### config.mk
export PLATFORM = sky130hd
export DESIGN_NAME = program_counter_flat
export DESIGN_NICKNAME = d
export VERILOG_FILES = /design/src/rtl/program_counter_pkg.sv /design/src/rtl/program_counter_if.sv /design/src/rtl/program_counter_pc_next_mux.sv /design/src/rtl/program_counter.sv /design/src/flat_wrapper.sv
export SDC_FILE = /design/constraint.sdc
export NUM_CORES = 1
export LEC_CHECK = 0
export CORE_UTILIZATION = 45
export DETAILED_ROUTE_END_ITERATION = 16
export PLACE_DENSITY = 0.77
export SETUP_SLACK_MARGIN = 0.1
export SLEW_MARGIN = 20
export SYNTH_ARGS = -nofsm -noshare
export SYNTH_HDL_FRONTEND = slang
export SYNTH_HIERARCHICAL = 1
export SYNTH_SLANG_ARGS = --single-unit
export TNS_END_PERCENT = 20
### constraint.sdc
create_clock -name clk -period 2.9 [get_ports clk]
set_clock_uncertainty 0.2 [all_clocks]
set_input_delay 0.58 -clock clk [delete_from_list [all_inputs] [get_ports clk]]
set_output_delay 0.58 -clock clk [all_outputs]
set_load 0.02 [all_outputs]
### src/rtl/program_counter_pkg.sv
// Shared fetch-stage PC definitions: reset value, default step and the
// select encoding used by the next-PC mux.
package program_counter_pkg;

  localparam int PC_RESET_VALUE  = 0;
  localparam int PC_STEP_DEFAULT = 4;

  typedef enum logic [1:0] {
    PC_SEL_HOLD    = 2'd0,
    PC_SEL_ADVANCE = 2'd1,
    PC_SEL_LOAD    = 2'd2
  } pc_sel_e;

  // Load outranks advance; with neither requested the PC holds.
  function automatic pc_sel_e pc_select(input logic load_en, input logic pc_next);
    pc_sel_e sel;
    sel = PC_SEL_HOLD;
    if (load_en) begin
      sel = PC_SEL_LOAD;
    end else if (pc_next) begin
      sel = PC_SEL_ADVANCE;
    end
    return sel;
  endfunction

endpackage

### src/rtl/program_counter_if.sv
// Fetch-stage PC bus: control and load target from the core, registered pc back.
interface program_counter_if #(
  parameter int pcen  = 32,
  parameter int pcout = 32
);

  logic             load_en;
  logic             pc_next;
  logic [pcen:0]    load;
  logic [pcout:0]   pc;

  modport master (output load_en, output pc_next, output load, input pc);
  modport slave  (input load_en, input pc_next, input load, output pc);

endinterface

### src/rtl/program_counter_pc_next_mux.sv
// Combinational priority select of the next PC: load target, pc + step, or hold.
module pc_next_mux
  import program_counter_pkg::*;
#(
  parameter int PCW    = 33,
  parameter int pcstep = PC_STEP_DEFAULT
) (
  input  logic           load_en,
  input  logic           pc_next,
  input  logic [PCW-1:0] load_val,
  input  logic [PCW-1:0] pc_q,
  output logic [PCW-1:0] pc_d
);

  localparam logic [PCW-1:0] STEP = PCW'(pcstep);

  always_comb begin
    pc_d = pc_q;
    unique case (pc_select(load_en, pc_next))
      PC_SEL_LOAD:    pc_d = load_val;
      PC_SEL_ADVANCE: pc_d = pc_q + STEP;
      default:        pc_d = pc_q;
    endcase
  end

endmodule

### src/rtl/program_counter.sv
// RISC-V fetch-stage program counter with async active-low clear, load and advance.
// Optional macro PC_WORD_ALIGN_EN forces bits [1:0] of loaded values to zero.
module program_counter
  import program_counter_pkg::*;
#(
  parameter int pcen   = 32,
  parameter int pcout  = 32,
  parameter int pcstep = PC_STEP_DEFAULT
) (
  input  logic              clk,
  input  logic              clr_n,
  program_counter_if.slave  bus
);

  localparam int PCW = pcout + 1;

  logic [pcen:0]  load_w;
  logic [pcout:0] load_adj;
  logic [pcout:0] load_val;
  logic [pcout:0] pc_d;
  logic [pcout:0] pc_q;

  assign load_w = bus.load;

  // Zero-extend a narrower load bus, truncate a wider one to the pc width.
  generate
    if (pcen >= pcout) begin : g_load_trunc
      assign load_adj = load_w[pcout:0];
    end else begin : g_load_zext
      assign load_adj = {{(pcout - pcen){1'b0}}, load_w};
    end
  endgenerate

`ifdef PC_WORD_ALIGN_EN
  assign load_val = load_adj & ~PCW'(3);
`else
  assign load_val = load_adj;
`endif

  pc_next_mux #(
    .PCW    (PCW),
    .pcstep (pcstep)
  ) u_pc_next_mux (
    .load_en  (bus.load_en),
    .pc_next  (bus.pc_next),
    .load_val (load_val),
    .pc_q     (pc_q),
    .pc_d     (pc_d)
  );

  always_ff @(posedge clk or negedge clr_n) begin
    if (!clr_n) begin
      pc_q <= PCW'(PC_RESET_VALUE);
    end else begin
      pc_q <= pc_d;
    end
  end

  assign bus.pc = pc_q;

endmodule

### src/flat_wrapper.sv
// flat-port wrapper written by rule: the top's interface ports become plain ports
module program_counter_flat import program_counter_pkg::*;
#(
  parameter int pcen   = 32,
  parameter int pcout  = 32,
  parameter int pcstep = PC_STEP_DEFAULT
)
  (clk, clr_n, bus_load_en, bus_pc_next, bus_load, bus_pc);
  program_counter_if #(.pcen(pcen), .pcout(pcout)) bus_i ();
  input  logic clk;
  input  logic clr_n;
  input wire logic [$bits(bus_i.load_en)-1:0] bus_load_en;
  input wire logic [$bits(bus_i.pc_next)-1:0] bus_pc_next;
  input wire logic [$bits(bus_i.load)-1:0] bus_load;
  output wire logic [$bits(bus_i.pc)-1:0] bus_pc;
  assign bus_i.load_en = bus_load_en;
  assign bus_i.pc_next = bus_pc_next;
  assign bus_i.load = bus_load;
  assign bus_pc = bus_i.pc;
  program_counter #(.pcen(pcen), .pcout(pcout), .pcstep(pcstep)) u_core (.clk(clk), .clr_n(clr_n), .bus(bus_i));
endmodule
==> impl_metrics.tcl, run 1 <==
set metrics [dict create \
    min_path_cells 1 \
    crit_required_ns 2.91 \
    dieArea_um2 4630 \
    cp_common_cell "or4_1" \
    rr_worst_depth 5 \
    core-area_um2 4090 \
    final_nets 325 \
    antenna_left 0 \
    top_level_ports 70 \
    n_antenna_cell 0 \
    largest_reg_flops 33 \
    cts_tree "built" \
    crit_fanout 7 \
    slew_violations 0 \
    dr.max_layer_used "met4" \
    grt_pass1_wl_um 8120 \
    met2_length_um 2210 \
    min_period_ns 2.49 \
    syn_inst 218 \
    fin_crit_sh_pct 85.9 \
    cts_resized 0 \
    critPathLaunchType "input port" \
    drive_gt1_share_pct 9.03 \
    fp.dieH_um 68.1 \
    yosysWarningCount 6 \
    power.leakage_nw 1.02 \
    synth_cell_types 35 \
    detail_route.wl_per_cell_um 14.8 \
    path_class "in -> reg" \
    avgSynthCellArea_um2 9.01 \
    portBuffers 69 \
    syn_area_um2 1960 \
    num_rows 23 \
    drcViolationCount 0 \
    setup_viol 0 \
    grt_pass1_vias 1689 \
    p_per_area_nw_per_um2 459 \
    min_path_type "reg -> reg" \
    fin_util_pct 68.0 \
    gp_congestion 0.800 \
    initial_core_util_pct 48.1 \
    maxCapViolCount 0 \
    ir_worst_vdd_mv 0.260 \
    worst_slew_pin_slew_ns 0.441 \
    drt-total-wl_um 5010 \
    grt_max_degree 34 \
    wl_met1_um 2410 \
    holdBufCountCts 0 \
    cts_root_buffer "clkbuf_8" \
    clk_path_buf_depth 2 \
    outcome "finished, final reports clean" \
    clkTransAtPathRegs_ns 0.07 \
    firstDrtPassIters 4 \
    slowest_delay_ns 0.57 \
    fp.dieW_um 68.1 \
    insertion_delay_ns 0.29 \
    synth_nets 256 \
    htree_levels 2 \
    endpoint_kind "flip-flop" \
    max-slew-margin-rel_pct 70.6 \
    ys_ff_latch 33 \
    dp_cells 330 \
    hold_viol 0 \
    grt_usage_pct 23.8 \
    layout-area-overhead-vs-synth_pct 41.5 \
    wl_met3_um 306 \
    worst_path_max_delay_cell "clkdlybuf4s50_1" \
    stdcell_count 338 \
    hpwl_um 3570 \
    drt_iter0_markers 187 \
    rsz0062_at_grt "no" \
    worstPathCellList "clkdlybuf4s50_1 > nand2_1 > or4_1 > or4_1 > a31oi_1" \
    grt-ovfl-total 0 \
    fmax_mhz 402 \
    tns_ns 0 \
    post-cts-setup-buffers 0 \
    clkSinkCount 33 \
    cts_buffers 5 \
    num_vias 1927 \
    arrival_ns 2.50 \
    viasPerCell 5.70 \
    antenna_found_initial 0 \
    yosysSeqAreaShare_pct 42.0 \
]
==> cell families after synthesis <==
group / Yosys count / share of synthesized area (%)
compound gates: 46 / 14.8
flops: 33 / 42.0
buf+inv: 17 / 4.90
mux: 3 / 1.66
simple gates: 105 / 30.1
fa+ha+maj: 1 / 0.637
xor+xnor: 13 / 5.80
==> worst max-delay path, delay by kind of cell <==
family	cells	cell delay [ns]
buf+inv	1	0.57
simple gates	3	1.16
compound gates	1	0.18
==> layout make-up <==
| class | count | area (um^2) |
|---|---|---|
| sequential | 33 | 826 |
| clock inverter | 1 | 5.00 |
| multi-input combinational | 168 | 1040 |
| inverter | 5 | 18.8 |
| tap | 50 | 62.6 |
| clock buffer | 7 | 96.3 |
| timing repair buffer | 74 | 728 |
| fill | 363 | 1310 |
==> path summary, 6_finish.rpt <==
kind	startpoint	endpoint	slack [ns]
max	bus_pc_next	u_core/bus.pc[22]	0.41
min	u_core/bus.pc[1]	u_core/bus.pc[1]	0.31
max reg2reg	u_core/bus.pc[2]	u_core/bus.pc[22]	0.48
min reg2reg	u_core/bus.pc[1]	u_core/bus.pc[1]	0.31
max in group asynchronous	clr_n	u_core/bus.pc[8]	1.68
min in group asynchronous	clr_n	u_core/bus.pc[25]	0.50
==> metrics by stage <==
step           hold slack, ns  power, mW  setup WS (ns)  cell area (um^2)
2_1_floorplan          0.0844      0.723          0.582              1960
3_3_place_gp            0.290      0.899          0.219              2680
3_5_place_dp            0.296      0.903          0.143              2680
4_1_cts                 0.312       1.29          0.422              2780
5_1_grt                 0.328       1.34          0.322              2780
6_report                0.307       1.28          0.410              2780
==> synth_stat cells, drive strengths merged <==
master | instances | area share, %
and3 | 1 | 0.38
mux2i | 1 | 0.51
o311ai | 1 | 0.45
nand4 | 13 | 4.1
xor2 | 6 | 2.7
nand2 | 24 | 4.6
nor2 | 19 | 3.6
a221o | 1 | 0.51
a31oi | 14 | 4.5
buf | 3 | 1.7
ha | 1 | 0.64
and4 | 7 | 3.2
xnor2 | 7 | 3.1
inv | 5 | 0.96
dlygate4sd1 | 2 | 0.89
nor3 | 2 | 0.51
o31a | 3 | 1.4
clkbuf | 7 | 1.3
o31ai | 9 | 3.4
or4 | 12 | 5.0
o21ai | 18 | 4.6
or2 | 2 | 0.64
dfrtp | 33 | 42
or3 | 5 | 1.7
nor4 | 5 | 1.6
nand3 | 12 | 3.7
mux2 | 2 | 1.1
or4b | 1 | 0.51
nand2b | 2 | 0.64
==> placed cells by master, fill, tap and decap left out, drive strengths merged, types with 6 or more instances in the layout <==
| cell | synthesis | final |
|---|---|---|
| a31oi | 14 | 14 |
| and4 | 7 | 7 |
| clkbuf | 7 | 7 |
| clkdlybuf4s50 | 0 | 69 |
| dfrtp | 33 | 33 |
| nand2 | 24 | 24 |
| nand3 | 12 | 12 |
| nand4 | 13 | 13 |
| nor2 | 19 | 19 |
| o21ai | 18 | 18 |
| o31ai | 9 | 9 |
| or4 | 12 | 12 |
| xnor2 | 7 | 7 |
| xor2 | 6 | 6 |
==> per-layer routing <==
metal | vias up | track usage [%]
met5 | - | 0
met1 | 887 | 33.5
met4 | 0 | 10.9
li1 | 966 | -
met2 | 67 | 34.9
met3 | 7 | 4.50
==> where the power goes <==
group,leakage (nW),internal [mW],total [mW],switching (mW)
logic,0.583,0.170,0.323,0.153
registers,0.385,0.504,0.574,0.0697
clock network,0.0542,0.214,0.379,0.165
total,1.02,0.888,1.28,0.388
Power figures use the tool's default switching activity.
==> run 2, diff against run 1 <==
CAP_MARGIN = 25   (was not set)
==> results of run 2 <==
The final DEF is identical to that of run 1; final timing and power are the same.
==> RTL change: new RTL, config.mk and constraints of run 1 <==
`pcout` is set to 32 in 3 places; all go to 48.
--- a/src/rtl/program_counter_if.sv
+++ b/src/rtl/program_counter_if.sv
@@ -3,3 +3,3 @@
   parameter int pcen  = 32,
-  parameter int pcout = 32
+  parameter int pcout = 48
 );
--- a/src/rtl/program_counter.sv
+++ b/src/rtl/program_counter.sv
@@ -6,3 +6,3 @@
   parameter int pcen   = 32,
-  parameter int pcout  = 32,
+  parameter int pcout  = 48,
   parameter int pcstep = PC_STEP_DEFAULT
--- a/src/flat_wrapper.sv
+++ b/src/flat_wrapper.sv
@@ -4,3 +4,3 @@
   parameter int pcen   = 32,
-  parameter int pcout  = 32,
+  parameter int pcout  = 48,
   parameter int pcstep = PC_STEP_DEFAULT
Ports: changed (resized bus_pc); port bits go from 70 to 86. The function was not compared with the original's and may differ.
==> RTL change against run 1 <==
  * Design area increased by 39%
  * Combinational power grew 30%
  * Critical path depth up 1
  * Wire length is 35% higher
  * Synthesized area up 40%
  * Power increased by 33%
  * Final cell count up 39%
  * Sequential cell count rose by 16
  * Setup slack worse by 0.12 ns
  * Synthesized cell count grew 34%
  * Critical path type unchanged
  * Critical endpoint is now u_core/bus.pc[37]
  * Highest routed layer unchanged
==> RTL change: results (changes against run 1) <==
- Crit path to: u_core/bus.pc[37] (was u_core/bus.pc[22])
- Post-place setup slack: -0.00585 ns (was 0.143 ns)
- H-tree depth: 2 (unchanged)
- Diode count: 0 (unchanged)
- Initial drt markers: 102 (was 187)
- Worst R2R End: u_core/bus.pc[46] (was u_core/bus.pc[22])
- Worst r2r src: u_core/bus.pc[17] (was u_core/bus.pc[2])
- Hold crit path type: in -> async (was reg -> reg)
- Post-synthesis sequential area ratio: 44.6% (was 42.0%)
- Clock Pin Slew Worst Setup and Hold Paths: 0.09 ns (was 0.07 ns)
- Clock Latency Late Sink: 0.30 ns
- CTS Hold Bufs: 0 (unchanged)
- R2r setup slk: 0.57 ns (was 0.48 ns)
- Largest net degree at the start of global routing: 36 (was 34)
- Number of distinct library cells after synthesis: 28 (was 35)
- FF-to-FF path depth: 5 (unchanged)
- Share of layout cells above drive strength 1: 8.59% (was 9.03%)
- Most frequent cells after synthesis: 53 x nand2_1, 49 x dfrtp_1, 41 x o21ai_0 (was 33 x dfrtp_1, 24 x nand2_1, 19 x nor2_1)
- Crit path launch: bus_pc_next (unchanged)
- DRT Wirelength: 6.75 mm (was 5.01 mm)
- LEAKAGE: 1.57 nW (was 1.02 nW)
- First-pass GRT wire length: 11.2 mm (was 8.12 mm)
- Total track usage: 22.6% (was 23.8%)
- Dpl hpwl: 4.91 mm (was 3.57 mm)
- Via count: 2,462 (was 1,927)
- Vias in the first global route: 2,352 (was 1,689)
- Number of fillers in the final layout: 528 (was 363)
- Worst EP arrival: 2.60 ns (was 2.50 ns)
- Vias per cell: 5.23 (was 5.70)
- Status: completed (unchanged)
- Fmax: 383 MHz (was 402 MHz)
- Mean Syn Cell Area: 9.42 um2 (was 9.01 um2)
- Initial antenna violation count: 0 (unchanged)
- I/O Buffers: 85 (was 69)
- Max-Slew Margin vs Limit: 51.7% (was 70.6%)
- Routability Congestion: 0.806 (was 0.800)
- Largest register FFs: 49 (was 33)
- Placed cells: 463 (was 330)
- Placed cell area: 3750 um2 (was 2680 um2)
- Area contributors post-synth: dfrtp_1 45%, xor2_1 9.5%, o21ai_0 7.5% (was dfrtp_1 42%, o21ai_0 4.6%, nand2_1 4.6%)
- CP max FO: 9 (was 7)
- Maximum vdd drop: 229 uV (was 260 uV)
- Final #Nets: 433 (was 325)
- # resized after CTS: 0 (unchanged)
-- RTL change: layout make-up --
cell class	instances	area (um2)	area share, %
clock inverter	1	5.00	0.130
inverter	3	11.3	0.292
timing repair buffer	95	916	23.8
clock buffer	7	96.3	2.50
multi-input combinational	241	1510	39.1
tap	75	93.8	2.43
sequential	49	1230	31.8
-- RTL change: worst max-delay path, stage by stage --
cell and delay, ns:
clkdlybuf4s50_1 0.48, nand4_1 0.26, nor4_4 0.61, nand4_1 0.22
xnor2_1 0.18, mux2_2 0.26
-- RTL change: how the worst min path moves through the flow --
stage / startpoint / endpoint / slack (ns)
after CTS: clr_n / u_core/bus.pc[6] / 0.13
after detailed placement: u_core/bus.pc[1] / u_core/bus.pc[1] / 0.30
final: clr_n / u_core/bus.pc[6] / 0.12
after global routing: clr_n / u_core/bus.pc[6] / 0.16
after global placement: u_core/bus.pc[0] / u_core/bus.pc[0] / 0.30
after floorplan: clr_n / u_core/bus.pc[0] / 0.08
-- RTL change: cell families (layout without fill, tap and decap cells) --
| logic type | count (synthesis) | after routing | synth area share (%) |
|---|---|---|---|
| other | 1 | 16 | 0.136 |
| buffers and inverters | 17 | 106 | 2.73 |
| AO/OA/AOI/OAI | 45 | 45 | 8.28 |
| adder cells (fa/ha/maj) | 1 | 1 | 0.455 |
| AND/OR/NAND/NOR | 128 | 128 | 27.0 |
| XOR/XNOR | 44 | 44 | 14.0 |
| flip-flops | 49 | 49 | 44.6 |
| multiplexers | 7 | 7 | 2.82 |
-- RTL change: power by group --
| part | switching (mW) | total, mW | internal, mW |
|---|---|---|---|
| clock | 0.229 | 0.445 | 0.216 |
| sequential | 0.0888 | 0.835 | 0.746 |
| combinational | 0.203 | 0.421 | 0.218 |
-- RTL change: metal layers --
metal	GRT usage [%]	vias to the layer above	part of all wire, %
li1	-	1220	-
met1	29.3	1180	45
met2	37.9	56	50
met3	4.55	6	4.2
met4	7.14	0	1.2
met5	0	-	0
